## config.mk

```make
export PLATFORM = sky130hd
export DESIGN_NAME = corelet_seq
export DESIGN_NICKNAME = d
export VERILOG_FILES = /design/src/rtl/corelet_seq_pkg.sv /design/src/rtl/corelet_xmem_stream.sv /design/src/rtl/corelet_seq.sv
export SDC_FILE = /design/constraint.sdc
export NUM_CORES = 1
export LEC_CHECK = 0
export CAP_MARGIN = 20
export CORE_MARGIN = 8
export CORE_UTILIZATION = 35
export DETAILED_ROUTE_END_ITERATION = 10
export GPL_ROUTABILITY_DRIVEN = 0
export MAX_ROUTING_LAYER = met4
export PLACE_DENSITY = 0.59
export SLEW_MARGIN = 15
export SYNTH_ARGS = -nofsm -noshare
export SYNTH_HDL_FRONTEND = slang
export SYNTH_SLANG_ARGS = --single-unit
export TNS_END_PERCENT = 10
```

## constraint.sdc

```tcl
create_clock -name clk -period 6.4 [get_ports clk]
set_input_delay 1.28 -clock clk [delete_from_list [all_inputs] [get_ports clk]]
set_output_delay 1.28 -clock clk [all_outputs]
set_load 0.01 [all_outputs]
```

## src/rtl/corelet_seq_pkg.sv

```systemverilog
// rtl/corelet_seq_pkg.sv - shared state encoding and corelet instruction codes
package corelet_seq_pkg;

    typedef enum logic [2:0] {
        S_IDLE,
        S_W_RD,
        S_W_SHIFT,
        S_W_FLUSH,
        S_X_RD,
        S_EXEC,
        S_DRAIN,
        S_DONE
    } state_t;

    localparam logic [1:0] INST_IDLE  = 2'b00;
    localparam logic [1:0] INST_KLOAD = 2'b01;
    localparam logic [1:0] INST_EXEC  = 2'b10;

endpackage

```

## src/rtl/corelet_xmem_stream.sv

```systemverilog
// rtl/corelet_xmem_stream.sv - xmem read streamer into L0 with full-stall and landed flag
module corelet_xmem_stream #(
    parameter int aw = 11
) (
    input  logic          clk,
    input  logic          reset,
    input  logic          en,
    input  logic [aw-1:0] base,
    input  logic [aw-1:0] count,
    input  logic          l0_full,
    output logic          cen,
    output logic [aw-1:0] addr,
    output logic          l0_wr,
    output logic          last_landed
);

    logic [aw-1:0] cnt;
    logic          issue;

    assign issue = en && (cnt < count) && !l0_full;
    assign cen   = !issue;
    assign addr  = base + cnt;

    // The write for the final read lands the cycle after it is issued; that is the exit point.
    assign last_landed = en && (cnt == count) && l0_wr;

    always_ff @(posedge clk) begin
        if (!reset) begin
            cnt   <= '0;
            l0_wr <= 1'b0;
        end else begin
            l0_wr <= issue;
            if (!en || last_landed) begin
                cnt <= '0;
            end else if (issue) begin
                cnt <= cnt + aw'(1);
            end
        end
    end

endmodule

```

## src/rtl/corelet_seq.sv

```systemverilog
// rtl/corelet_seq.sv - weight-stationary corelet sequencer: weight load, activation stream, psum drain
module corelet_seq
    import corelet_seq_pkg::*;
#(
    parameter int col       = 8,
    parameter int row       = 8,
    parameter int len_kij   = 9,
    parameter int len_nij   = 36,
    parameter int wgt_base  = 64,
    parameter int act_base  = 0,
    parameter int flush_cyc = row + col,
    parameter int xmem_aw   = 11,
    parameter int pmem_aw   = 11
) (
    input  logic               clk,
    input  logic               reset,
    input  logic               start,
    output logic               busy,
    output logic               done,
    output logic               xmem_cen,
    output logic [xmem_aw-1:0] xmem_addr,
    output logic               l0_wr,
    output logic               l0_rd,
    input  logic               l0_full,
    output logic [1:0]         inst,
    input  logic               ofifo_valid,
    output logic               ofifo_rd,
    output logic               pmem_cen,
    output logic               pmem_wen,
    output logic [pmem_aw-1:0] pmem_addr,
    output logic [3:0]         kij_idx
);

    state_t             state, state_next;
    logic [15:0]        cyc_cnt;
    logic [15:0]        psum_cnt;
    logic [3:0]         kij;
    logic               strm_en, strm_last;
    logic [xmem_aw-1:0] strm_base, strm_count;
    logic               drain, drain_exit;

    assign strm_en    = (state == S_W_RD) || (state == S_X_RD);
    assign strm_base  = (state == S_W_RD) ? xmem_aw'(wgt_base + int'(kij) * col) : xmem_aw'(act_base);
    assign strm_count = (state == S_W_RD) ? xmem_aw'(col) : xmem_aw'(len_nij);

    corelet_xmem_stream #(.aw(xmem_aw)) u_stream (
        .clk         (clk),
        .reset       (reset),
        .en          (strm_en),
        .base        (strm_base),
        .count       (strm_count),
        .l0_full     (l0_full),
        .cen         (xmem_cen),
        .addr        (xmem_addr),
        .l0_wr       (l0_wr),
        .last_landed (strm_last)
    );

    // Psum drain runs alongside EXEC so ofifo never backs up into the array.
    assign drain      = ofifo_valid && ((state == S_EXEC) || (state == S_DRAIN))
                        && (psum_cnt < 16'(len_nij));
    assign drain_exit = (state == S_DRAIN) && (psum_cnt == 16'(len_nij));

    assign ofifo_rd  = drain;
    assign pmem_cen  = !drain;
    assign pmem_wen  = !drain;
    assign pmem_addr = pmem_aw'(int'(kij) * len_nij + int'(psum_cnt));
    assign kij_idx   = kij;
    assign busy      = (state != S_IDLE);
    assign done      = (state == S_DONE);

    always_comb begin
        state_next = state;
        inst       = INST_IDLE;
        l0_rd      = 1'b0;
        case (state)
            S_IDLE:    if (start) state_next = S_W_RD;
            S_W_RD:    if (strm_last) state_next = S_W_SHIFT;
            S_W_SHIFT: begin
                inst  = INST_KLOAD;
                l0_rd = 1'b1;
                if (cyc_cnt == 16'(col - 1)) state_next = S_W_FLUSH;
            end
            S_W_FLUSH: if (cyc_cnt == 16'(flush_cyc - 1)) state_next = S_X_RD;
            S_X_RD:    if (strm_last) state_next = S_EXEC;
            S_EXEC: begin
                inst  = INST_EXEC;
                l0_rd = 1'b1;
                if (cyc_cnt == 16'(len_nij - 1)) state_next = S_DRAIN;
            end
            S_DRAIN: begin
                if (drain_exit) state_next = (kij < 4'(len_kij - 1)) ? S_W_RD : S_DONE;
            end
            S_DONE:    state_next = S_IDLE;
            default:   state_next = S_IDLE;
        endcase
    end

    always_ff @(posedge clk) begin
        if (!reset) begin
            state    <= S_IDLE;
            cyc_cnt  <= '0;
            psum_cnt <= '0;
            kij      <= '0;
        end else begin
            state   <= state_next;
            cyc_cnt <= (state_next != state) ? 16'd0 : cyc_cnt + 16'd1;
            if (state == S_IDLE || drain_exit) begin
                psum_cnt <= '0;
            end else if (drain) begin
                psum_cnt <= psum_cnt + 16'd1;
            end
            if (state == S_IDLE) begin
                kij <= '0;
            end else if (drain_exit && state_next == S_W_RD) begin
                kij <= kij + 4'd1;
            end
        end
    end

endmodule

```

Yosys cells after proc, flatten, opt, wreduce, memory -nomap -nowiden
Cells that the tools add are included.

Add/subtract/negate cells: 7. Multiply operators: 1. Divide/modulo/power cells: 0. $lt $le $gt $ge: 3. Equality and inequality tests: 14. Shifts and indexed selects: 0. Multiplexer cells: 13. Bitwise gates (word level): 1. Reductions and logical operators: 23.

Operators with widths (count): adder 16 x 1 -> 16 bit (second input constant) (2); equality test 16 x 6 -> 1 bit (second input constant) (2); two-way mux 3 bit (8); case mux 3 bit (8 select lines) (1); equality test 16 x 3 -> 1 bit (second input constant) (1); equality test 16 x 4 -> 1 bit (second input constant) (1); < comparator 16 x 6 -> 1 bit (second input constant) (1); equality test 3 bit (second input constant) (4); adder 10 x 11 -> 11 bit (1); adder 11 x 1 -> 11 bit (second input constant) (1); adder 8 x 11 -> 11 bit (1); equality test 11 x 6 -> 1 bit (1); < comparator 11 x 6 -> 1 bit (1); OR reduction 2 bit (5); adder 7 x 7 -> 8 bit (first input constant) (1); logical AND 1 bit (8); multiplier 4 x 4 -> 8 bit (second input constant) (1); two-way mux 8 bit (1); equality test 3 x 1 -> 1 bit (second input constant) (2); equality test 3 x 2 -> 1 bit (second input constant) (2); two-way mux 6 bit (1); adder 4 x 1 -> 4 bit (second input constant) (1); logical NOT 1 bit (4); logical OR 1 bit (4); 7 further kinds (7).

Register bits after elaboration: 51. Bits in latches: 0. Memory bits (writable): 0. Bits in read-only memories: 0. Bits of input ports: 5. Output and inout bits: 36. Logic and storage cells: 68. Memories kept: 0.

Longest topological paths before layout
Gate-level depths: netlist of run 1.

Depth after elaboration: 9. Depth in mapped cells: 13. Depth with buffers taken out: 12.

By module
From an unflattened synthesis of run 1, not the netlist that was laid out.

Cell total of the unflattened synthesis: 434. Area, all modules: 3602.2 um2.

By module, submodules not included: corelet_seq (times used 1, cells each 262, area an instance 2267.2 um2, sequential area each 780.7 um2); corelet_xmem_stream (times used 1, cells each 172, area an instance 1335.0 um2, sequential area each 240.2 um2).

Worst setup path after synthesis of run 1
No wires, ideal clock.

Kind: reg-to-output. Start point: reg state[0]. End point: out xmem_addr[9]. Arrival: 2.145 ns. Required time: 5.120 ns. Path slack: 2.975 ns. Cell stages (with the launch flop): 14. Path buffers: 1. Cells stage by stage: dfxtp_1 -> buf_6 -> inv_1 -> nor3_4 -> and2_1 -> ha_1 -> inv_1 -> fa_1 -> inv_1 -> a21oi_1 -> o21bai_1 -> a21oi_1 -> nor2_1 -> xnor2_1.

Word-level cells in the longest chain between the ends: 3.

Ends and longest elaborated chain: from (decl) (line corelet_seq.sv:34) `state_t state, state_next;`; from (signal assigned) (line corelet_seq.sv:106) `state <= state_next;`; equality test 3 x 1 -> 1 bit (line corelet_seq.sv:43) `assign strm_base = (state == S_W_RD) ? xmem_aw'(wgt_base + int'(kij) * col) : xmem_aw'(act_base);`; two-way mux 8 bit (line corelet_seq.sv:43); adder 8 x 11 -> 11 bit (line corelet_xmem_stream.sv:22) `assign addr = base + cnt;`; to (decl) (line corelet_seq.sv:21) `output logic [xmem_aw-1:0] xmem_addr,`.

Every way passes these cells.

Worst setup path after layout of run 1
Ends and elaborated chain as after synthesis.

==> results of run 1 <==
registers in the layout, summed over array words and instances (netlist names):
name,cells
psum_cnt,16
u_stream.l0_wr,1
cyc_cnt,16
u_stream.cnt,11
state,3
kij_idx,4
metal layers:
metal,up-vias,global-route usage
met5,-,-
met4,0,0.02396
met3,7,0.02113
met2,44,0.2074
met1,1250,0.1548
li1,1415,-
layout make-up:
type	instances	area share
Clock buffer	5	0.01745
Clock inverter	3	0.01714
Inverter	27	0.02571
Multi-Input combinational cell	295	0.5325
Sequential cell	51	0.2590
Tap cell	129	0.04094
Timing Repair Buffer	43	0.1073
worst max path at each step:
stage | slack [ns] | start | endpoint
6_report | 1.60 | state[0] | xmem_addr[9]
5_1_grt | 1.22 | state[0] | xmem_addr[10]
4_1_cts | 1.57 | state[0] | xmem_addr[9]
3_5_place_dp | 1.92 | state[0] | xmem_addr[9]
3_3_place_gp | 1.98 | state[0] | xmem_addr[9]
2_1_floorplan | 2.97 | state[0] | xmem_addr[9]
Yosys cell counts (2+ instances only):
library cell	n	area share
buf_2	4	0.0060
ha_1	25	0.093
or2_2	2	0.0037
o21ai_0	4	0.0060
a21o_1	2	0.0045
a211oi_1	2	0.0045
nand4b_1	2	0.0052
nand3_1	19	0.028
dfxtp_1	51	0.30
nor2_1	46	0.051
o21bai_1	2	0.0045
or3_1	17	0.032
nor3_4	2	0.0097
xnor2_1	27	0.070
nand4_1	7	0.013
a21oi_1	12	0.018
nand2b_1	2	0.0037
or4b_1	7	0.021
nor3_1	9	0.013
clkbuf_1	10	0.011
nor4_1	6	0.011
nor2b_1	5	0.0093
and3_1	9	0.017
a21boi_0	2	0.0045
o21ai_1	2	0.0030
xor2_1	12	0.031
and2_1	13	0.024
buf_4	7	0.016
and4_1	3	0.0078
fa_1	2	0.012
inv_1	27	0.030
nand2_1	19	0.021
a41oi_1	2	0.0052
mux2i_1	18	0.054
kinds of logic after synthesis:
kind of cell | after synthesis | synth area share
flip-flops | 51 | 0.3041
AND/OR/NAND/NOR | 176 | 0.2956
AO/OA/AOI/OAI | 35 | 0.06746
adder cells (fa/ha/maj) | 27 | 0.1051
buffers and inverters | 50 | 0.07231
XOR/XNOR | 39 | 0.1018
multiplexers | 18 | 0.05367
critical path, stage by stage (launching register included):
cell	delay, ns
dfxtp_1	0.32
buf_4	0.26
inv_1	0.29
nor3_4	0.34
and2_1	0.17
ha_1	0.16
inv_1	0.06
fa_1	0.39
inv_1	0.07
a21oi_1	0.06
o21bai_1	0.19
a21oi_1	0.09
nor2_1	0.12
xnor2_1	0.13
clkdlybuf4s50_1	0.55
cell usage in the layout (no fill, tap or decap), types with 12 or more instances in the layout:
cell type        synthesis  routed
dfxtp_1                 51      51
and2_1                  13      13
inv_1                   27      27
a21oi_1                 12      12
mux2i_1                 18      18
nor2_1                  46      46
or3_1                   17      17
nand2_1                 19      19
ha_1                    25      25
nand3_1                 19      19
xnor2_1                 27      27
xor2_1                  12      12
clkdlybuf4s50_1          0      40
metrics by stage:
stage                power, W  area [µm²]
finish              0.0006422        3943
global route        0.0006699        3943
global placement    0.0003818        3799
floorplan           0.0003714        3357
detailed placement  0.0003836        3806
CTS                 0.0006495        3943
report_power, final:
group          switching (W)  leakage, nW  internal [W]   total, W
combinational      0.0000323         1.05     0.0000224  0.0000547
sequential        0.00000151        0.411      0.000319   0.000321
clock               0.000111       0.0644      0.000156   0.000267
==> summary.txt, run 1 <==
STA
--------------------------------------------------------------------------------
Worst slew margin relative to its limit                                   0.3575
Ratio of final minimum period to clock period                             0.7496
Maximum clock frequency                                                208.4 MHz
Worst-case setup margin in the final layout                             1.603 ns
Min Tclk post-route                                                     4.797 ns
RSZ-0062 raised after global routing                                       false
Setup-violating endpoint count in the final report                             0
Final Hold Viols                                                               0
Hold Slack                                                             0.4606 ns
Setup TNS Final                                                             0 ns
Post-route clock skew                                                0.005219 ns
Number of pins with negative max-slew slack in the final report                0
Transition time of the tightest slew-check pin                         0.9573 ns

GLOBAL ROUTE
--------------------------------------------------------------------------------
Via count of the first global-routing pass                                 2,768
Largest net degree at the start of global routing                             29
Antenna violations before repair                                               0
Gr usage total                                                            0.1243
Total overflow reported by the global router                                   0
Global-route wire length before repair                                 13,100 µm

CLOCKING
--------------------------------------------------------------------------------
Post-CTS resize count                                                          0
Maximum level of the CTS H-tree                                                2
TritonCTS clock tree                                                        done
Root buf cell                                                           clkbuf_8
Hold buffer count at cts                                                       0
Clock sink total                                                              51
Setup Buffers After CTS                                                        0
Clock Pin Slew Worst Setup and Hold Paths                                0.10 ns
Maximum clock path buffer count                                                2
Clock latency at the later pin of the worst-skew pair                    0.31 ns
Number of buffers created by CTS                                               5

PWR
--------------------------------------------------------------------------------
Power Dens Cells                                                    162.9 nW/µm²
Pleak                                                                   1.530 nW
Max rail drop VDD                                                      0.1270 mV

PLACEMENT
--------------------------------------------------------------------------------
I/O Buffers                                                                   40
Worst slack at placement                                                1.919 ns
DP Wirelength                                                            5716 µm
Total instance count after detailed placement                                545

ROUTE
--------------------------------------------------------------------------------
Wirelength per Cell                                                     13.53 µm
Iteration-0 DRC count of the detailed router                                 111
Number of remaining DRC errors                                                 0
Routed metal-1 wire length                                               3684 µm
Via density                                                                4.911
Antenna Nets Post-Route                                                        0
Detailed-routing iteration count for the pre-antenna-repair pass               4
Met3 WL                                                                   197 µm
Overall via count from detail_route                                        2,716
Uppermost layer routed                                                      met4
Routed wire length                                                       7483 µm
Met2 Wirelength                                                          3547 µm

SETUP PATH
--------------------------------------------------------------------------------
Critical Path Sink Type                                               output pin
Startpoint-to-endpoint class of the critical path                     reg -> out
Worst reg2reg path depth                                                      11
Flop2flop setup slack                                                    3.11 ns
Highest fanout seen on the critical path                                      28
Worst Path Arrival                                                       3.52 ns
Beginning of the worst register-to-register path                        state[0]
Worst reg2reg endpoint                                              u_stream.cnt[5]
Worst setup SP type                                                     register
Required time at the worst-slack endpoint                                5.12 ns

YOSYS
--------------------------------------------------------------------------------
Number of enable flip-flop cells after synthesis                               0
Post-synth net total                                                         428
Synth Flop Type                                                          dfxtp_1
Share of synthesized flip-flops with an asynchronous set or reset              0
Average footprint of a synthesized cell                                8.477 µm²
Syn Std Cell Area                                                       3357 µm²
Post-synthesis sequential element count                                       51
Number of instances in the synthesized netlist                               396
Number of library cell types mapped by synthesis                              51
Sequential fraction of the synthesis area                                 0.3041
Synthesis warning total                                                        0

FINISH
--------------------------------------------------------------------------------
Number of non-filler instances in the completed layout                       553
Number of filler instances in the final layout                               972
Area of the multi-input gates                                           2100 µm²
Number of antenna diodes                                                       0
Final net count                                                              455
Final core utilization                                                    0.4247
Layout overhead on the synthesized area                                   17.44%
Seq. cell area                                                          1021 µm²
Proportion of layout cells with a drive suffix above 1                   0.04717

FLOORPLAN
--------------------------------------------------------------------------------
Number of core rows                                                           35
Core outline area                                                       9284 µm²
Initial core utilization                                                  0.3616
Horizontal extent of the die                                            113.9 µm
Die Y                                                                   113.9 µm
I/O pin total                                                                 41
Overall die area                                                      12,980 µm²

FLOW RUN
--------------------------------------------------------------------------------
Number of maximum-capacitance violations                                       0

WORST HOLD PATH
--------------------------------------------------------------------------------
Source of the worst hold timing path                                u_stream.cnt[7]
Kind of path behind the tightest hold check                           reg -> reg
End point of the most critical hold path                            u_stream.cnt[7]
Hold Path Stages                                                               2

STATUS
--------------------------------------------------------------------------------
Status                                                                 completed

Note: power is estimated with default switching activity, not from simulation.
==> run 2: changes to the inputs <==
Settings changed: PLACE_DENSITY 0.59 to 0.61.
Clock period 6.4 ns to 4.3 ns, I/O delays scaled along.
==> run 2 against run 1 <==
Net effect: critical path depth is 2 lower; sequential power is 49% higher; hold slack worse by 0.0030 ns; global-route usage is 0.27 points lower; sequential share of layout area is 0.12 points higher; clock skew is 0.0039 ns higher; via count is 1.8% higher; total power is 31% higher; clock power is 4% higher; routed wire length is 1.6% lower; setup slack worse by 1.3 ns; largest power group unchanged.
==> summary.txt, run 2 (same netlist as run 1, synthesis figures left out) <==
STATUS
-------------------------------------------------------------------------------
Status                                                                completed

ROUTE
-------------------------------------------------------------------------------
Wirelength per Cell                                                    13.24 µm   -2.2%
Overall via count from detail_route                                       2,766   +1.8%
Detailed-routing iteration count for the pre-antenna-repair pass              4   unchanged
Antenna Nets Post-Route                                                       0   unchanged
Number of remaining DRC errors                                                0   unchanged
Met3 WL                                                                  215 µm   +9.1%
Via density                                                               4.975   +1.3%
Iteration-0 DRC count of the detailed router                                 96   -14%
Uppermost layer routed                                                     met4
Routed wire length                                                      7360 µm   -1.6%
Met2 Wirelength                                                         3544 µm   about the same
Routed metal-1 wire length                                              3513 µm   -4.6%

STA
-------------------------------------------------------------------------------
Post-route clock skew                                               0.009071 ns   +0.003852 ns
RSZ-0062 raised after global routing                                      false
Setup-violating endpoint count in the final report                            0   unchanged
Transition time of the tightest slew-check pin                        0.5736 ns   -0.3837 ns
Number of pins with negative max-slew slack in the final report               0   unchanged
Setup TNS Final                                                            0 ns   unchanged
Worst-case setup margin in the final layout                           0.3475 ns   -1.255 ns
Maximum clock frequency                                               253.0 MHz
Ratio of final minimum period to clock period                            0.9192
Final Hold Viols                                                              0   unchanged
Worst slew margin relative to its limit                                  0.6162   +0.2586
Hold Slack                                                            0.4576 ns   -0.002967 ns
Min Tclk post-route                                                    3.953 ns

FLOORPLAN
-------------------------------------------------------------------------------
Number of core rows                                                          35   unchanged
I/O pin total                                                                41   unchanged
Core outline area                                                      9284 µm²   unchanged
Die Y                                                                  113.9 µm   unchanged
Initial core utilization                                                 0.3616   unchanged
Overall die area                                                     12,980 µm²   unchanged
Horizontal extent of the die                                           113.9 µm   unchanged

CLOCKING
-------------------------------------------------------------------------------
Clock Pin Slew Worst Setup and Hold Paths                               0.09 ns   about the same
Post-CTS resize count                                                         0   unchanged
Number of buffers created by CTS                                              5   unchanged
Clock sink total                                                             51   unchanged
Clock latency at the later pin of the worst-skew pair                   0.30 ns   about the same
Maximum clock path buffer count                                               2   unchanged
Hold buffer count at cts                                                      0   unchanged
Maximum level of the CTS H-tree                                               2   unchanged
Root buf cell                                                          clkbuf_8
Setup Buffers After CTS                                                       0   unchanged
TritonCTS clock tree                                                       done

WORST HOLD PATH
-------------------------------------------------------------------------------
Kind of path behind the tightest hold check                          reg -> reg

PWR
-------------------------------------------------------------------------------
Max rail drop VDD                                                     0.1027 mV   -19%
Power Dens Cells                                                   213.8 nW/µm²   +31%
Pleak                                                                  1.532 nW   +0.15%

FINISH
-------------------------------------------------------------------------------
Registers with the highest flip-flop counts                        cyc_cnt x16, psum_cnt x16, u_stream.cnt x11
Final net count                                                             459   +0.88%
Number of antenna diodes                                                      0   unchanged
Proportion of layout cells with a drive suffix above 1                  0.05386   +0.006694
Leading cell types in the layout, fill and taps excluded           dfxtp_1, nor2_1, clkdlybuf4s50_1, inv_1, xnor2_1
Final core utilization                                                   0.4226   -0.002021
Layout overhead on the synthesized area                                  16.88%
Number of filler instances in the final layout                              966   -0.62%
Most common library cell in the layout ignoring fill and taps           dfxtp_1

SETUP PATH
-------------------------------------------------------------------------------
Required time at the worst-slack endpoint                               3.44 ns   -1.68 ns
Highest fanout seen on the critical path                                     11   -61%
Worst Path Arrival                                                      3.09 ns   -0.43 ns
Critical Path Sink Type                                              output pin
Startpoint-to-endpoint class of the critical path                    reg -> out
Worst setup SP type                                                    register

GLOBAL ROUTE
-------------------------------------------------------------------------------
Global-route wire length before repair                                12,830 µm   -2.1%
Largest net degree at the start of global routing                            28   -3.4%
Total overflow reported by the global router                                  0   unchanged
Gr usage total                                                           0.1216   -0.002726
Antenna violations before repair                                              0   unchanged
Via count of the first global-routing pass                                2,800   +1.2%

PLACEMENT
-------------------------------------------------------------------------------
DP Wirelength                                                           5580 µm   -2.4%
Worst slack at placement                                              0.6664 ns   -1.253 ns
I/O Buffers                                                                  40   unchanged

FLOW RUN
-------------------------------------------------------------------------------
Number of maximum-capacitance violations                                      0   unchanged

## run 2: changes by cell type in the layout (fill, tap and decap cells not counted), sizes merged
cell	before	now
buf	3	7
bufinv	2	0
clkbuf	5	6
clkinv	0	1
clkinvlp	1	0
## run 2: power by group
group / internal (W) / switching [W]
clock: 0.000127 / 0.000151
sequential: 0.000475 / 0.00000258
combinational: 0.0000344 / 0.0000490
## run 2: worst max-delay path, cell delays in order (launching register included)
cell	delay (ns)
dfxtp_1	0.45
nor3_4	0.35
and2_1	0.17
ha_1	0.16
inv_1	0.05
fa_1	0.40
inv_1	0.07
a21oi_1	0.06
o21bai_1	0.19
a21oi_1	0.09
nor2_1	0.12
xnor2_1	0.13
clkdlybuf4s50_1	0.56
## run 2: layout make-up
cell class / instances / area, µm² / share of cell area
flip-flops and latches: 51 / 1021 / 0.2602
clock buffers: 6 / 82.58 / 0.02105
multi-input cells: 295 / 2100 / 0.5351
well taps: 129 / 161.4 / 0.04114
clock inverters: 1 / 5.005 / 0.001276
inverters: 27 / 101.3 / 0.02583
repair buffers: 47 / 452.9 / 0.1154
## run 2: final timing paths
check                                      from         endpoint  slack [ns]  cells after the start
worst min register to register  u_stream.cnt[7]  u_stream.cnt[7]        0.46                      2
worst max-delay path                   state[1]     xmem_addr[9]        0.35                     12
worst min-delay path            u_stream.cnt[7]  u_stream.cnt[7]        0.46                      2
worst max register to register         state[1]  u_stream.cnt[5]        1.48                      9
## run 2: layer usage
| metal | vias up | track usage |
|---|---|---|
| met5 | - | - |
| met4 | 0 | 0.02839 |
| met3 | 6 | 0.02219 |
| met2 | 43 | 0.2031 |
| met1 | 1297 | 0.1486 |
| li1 | 1420 | - |
## run 2: stage by stage
stage | cells | power [W] | area [µm²]
2_1_floorplan | 396 | 0.0005528 | 3357
3_3_place_gp | 549 | 0.0005718 | 3836
3_5_place_dp | 549 | 0.0005735 | 3836
4_1_cts | 556 | 0.0008471 | 3924
5_1_grt | 556 | 0.0008791 | 3924
6_report | 556 | 0.0008388 | 3924
==> run 3: changes to the inputs <==
Settings changed: PLACE_DENSITY 0.61 to not set, PLACE_DENSITY_LB_ADDON set to 0.2.
==> run 3 against run 2 <==
Net effect: clock-buffer cell count unchanged; core utilization about the same; total power up 0.30%; global-route usage up 0.38 points; hold slack better by 0.012 ns; via count down 0.36%; register-to-register slack better by 0.09 ns; design area about the same.
==> summary.txt, run 3 (same netlist as run 1, synthesis figures left out) <==
CLOCKING
-------------------------------------------------------------------------------
Clock sink total                                                             51   unchanged
Maximum level of the CTS H-tree                                               2   unchanged
Hold buffer count at cts                                                      0   unchanged
Setup Buffers After CTS                                                       0   unchanged
Maximum clock path buffer count                                               2   unchanged
Clock Pin Slew Worst Setup and Hold Paths                               0.09 ns   about the same
TritonCTS clock tree                                                       done
Root buf cell                                                          clkbuf_8
Post-CTS resize count                                                         0   unchanged
Clock latency at the later pin of the worst-skew pair                   0.31 ns   about the same
Number of buffers created by CTS                                              5   unchanged

PWR
-------------------------------------------------------------------------------
Sequential share of power                                                 0.568   -0.002
Internal power contribution                                         0.0006240 W   -2.0%
Fraction of power consumed by combinational cells                         0.101   about the same
Max rail drop VDD                                                     0.1102 mV   +7.4%
Power Dens Cells                                                   214.6 nW/µm²   +0.36%
Net Sw Frac                                                              0.2583   +0.01706
Sw Pwr                                                              0.0002173 W   +7.4%
PnR Total Power                                                     0.0008413 W   +0.30%
Pleak                                                                  1.526 nW   -0.38%
Clock power frac                                                          0.331   about the same

FLOORPLAN
-------------------------------------------------------------------------------
I/O pin total                                                                41   unchanged
Number of core rows                                                          35   unchanged
Initial core utilization                                                 0.3616   unchanged
Die Y                                                                  113.9 µm   unchanged
Core outline area                                                      9284 µm²   unchanged
Overall die area                                                     12,980 µm²   unchanged
Horizontal extent of the die                                           113.9 µm   unchanged

ROUTE
-------------------------------------------------------------------------------
Wirelength per Cell                                                    13.95 µm   +5.4%
Antenna Nets Post-Route                                                       0   unchanged
Number of remaining DRC errors                                                0   unchanged
Overall via count from detail_route                                       2,756   -0.36%
Detailed-routing iteration count for the pre-antenna-repair pass              4   unchanged
Routed wire length                                                      7768 µm   +5.5%
Via density                                                               4.948   -0.54%
Iteration-0 DRC count of the detailed router                                108   +13%

STA
-------------------------------------------------------------------------------
Ratio of final minimum period to clock period                            0.9156   -0.003619
Transition time of the tightest slew-check pin                        0.5751 ns   +0.001463 ns
Number of pins with negative max-slew slack in the final report               0   unchanged
Min Tclk post-route                                                    3.937 ns   -0.01556 ns
Setup-violating endpoint count in the final report                            0   unchanged
Setup TNS Final                                                            0 ns   unchanged
Final Hold Viols                                                              0   unchanged
Post-route clock skew                                               0.004201 ns   -0.004870 ns
RSZ-0062 raised after global routing                                      false
Maximum clock frequency                                               254.0 MHz   +0.40%
Worst slew margin relative to its limit                                  0.6152   -0.0009790

GLOBAL ROUTE
-------------------------------------------------------------------------------
Largest net degree at the start of global routing                            28   unchanged
Antenna violations before repair                                              0   unchanged
Via count of the first global-routing pass                                2,587   -7.6%
Total overflow reported by the global router                                  0   unchanged
Gr usage total                                                           0.1253   +0.003767
Global-route wire length before repair                                12,850 µm   +0.21%

SETUP PATH
-------------------------------------------------------------------------------
Worst reg2reg endpoint                                             u_stream.cnt[5]
Worst Path Arrival                                                      3.08 ns   about the same
Flop2flop setup slack                                                   1.57 ns   +0.09 ns
Critical Path Sink Type                                              output pin
Highest fanout seen on the critical path                                      9   -2
Worst setup SP type                                                    register
Worst reg2reg path depth                                                     10   +1
Required time at the worst-slack endpoint                               3.44 ns   about the same
Startpoint-to-endpoint class of the critical path                    reg -> out
Beginning of the worst register-to-register path                       state[0]

FINISH
-------------------------------------------------------------------------------
Most common library cell in the layout ignoring fill and taps           dfxtp_1
Leading cell types in the layout, fill and taps excluded           dfxtp_1, nor2_1, clkdlybuf4s50_1, inv_1, xnor2_1
Proportion of layout cells with a drive suffix above 1                  0.05374   -0.0001259
Seq. cell area                                                         1021 µm²   unchanged
Final net count                                                             459   unchanged
Area of the multi-input gates                                          2100 µm²   unchanged
Number of non-filler instances in the completed layout                      557   +0.18%
Registers with the highest flip-flop counts                        cyc_cnt x16, psum_cnt x16, u_stream.cnt x11
Layout overhead on the synthesized area                                  16.81%   about the same
Number of filler instances in the final layout                              984   +1.9%
Number of antenna diodes                                                      0   unchanged
Final core utilization                                                   0.4224   about the same

PLACEMENT
-------------------------------------------------------------------------------
Total instance count after detailed placement                               549   unchanged
DP Wirelength                                                           5754 µm   +3.1%
I/O Buffers                                                                  40   unchanged

STATUS
-------------------------------------------------------------------------------
Status                                                                completed

WORST HOLD PATH
-------------------------------------------------------------------------------
End point of the most critical hold path                           u_stream.cnt[7]
Source of the worst hold timing path                               u_stream.cnt[7]
Hold Path Stages                                                              2   unchanged
Kind of path behind the tightest hold check                          reg -> reg

FLOW RUN
-------------------------------------------------------------------------------
Number of maximum-capacitance violations                                      0   unchanged

run 3: changes by cell type in the layout (fill, tap and decap cells not counted), sizes merged:
cell / previous run / this run
clkinvlp: 0 / 1
run 3: area by class of cell:
cell class,instances,area share
flip-flops and latches,51,0.2604
clock inverters,2,0.003191
clock buffers,6,0.01851
well taps,129,0.04116
repair buffers,47,0.1155
inverters,27,0.02585
multi-input cells,295,0.5354
run 3: power groups by stage:
stage	sequential, W	combinational, W	clock, W
floorplan	0.000489	0.0000643	0
global placement	0.000489	0.0000848	0
detailed placement	0.000489	0.0000857	0
CTS	0.000478	0.0000858	0.000289
global route	0.000479	0.0000921	0.000310
finish	0.000478	0.0000849	0.000278
run 3: critical path, stage by stage, from the launching register on:
cell,delay (ns)
dfxtp_1,0.57
ha_1,0.23
ha_1,0.15
ha_1,0.15
xor2_1,0.17
ha_1,0.27
or2_2,0.29
a21oi_1,0.16
a21oi_1,0.07
xor2_1,0.15
clkdlybuf4s50_1,0.56
run 3: worst max-delay path by stage:
stage | startpoint | endpoint | slack [ns] | cells past startpoint
floorplan | state[0] | xmem_addr[9] | 1.29 | 13
global placement | kij_idx[0] | pmem_addr[10] | 0.71 | 10
detailed placement | kij_idx[3] | pmem_addr[10] | 0.68 | 10
CTS | kij_idx[3] | pmem_addr[10] | 0.33 | 10
global route | state[0] | xmem_addr[9] | 0.15 | 13
finish | kij_idx[3] | pmem_addr[10] | 0.36 | 10
run 3: per-stage QoR:
stage | setup slack [ns] | hold WS [ns] | instance area, µm²
final | 0.3630 | 0.4693 | 3921
after global routing | 0.1495 | 0.5061 | 3921
after CTS | 0.3295 | 0.4713 | 3921
after detailed placement | 0.6763 | 0.4562 | 3836
after global placement | 0.7146 | 0.4532 | 3836
after floorplan | 1.295 | 0.4255 | 3357
run 3: metal layers:
layer,share of wire,up-vias,GRT usage
met4,0.011,0,0.03461
met3,0.039,8,0.02800
met1,0.50,1279,0.1598
li1,-,1420,-
met2,0.45,49,0.1948
met5,0,-,-
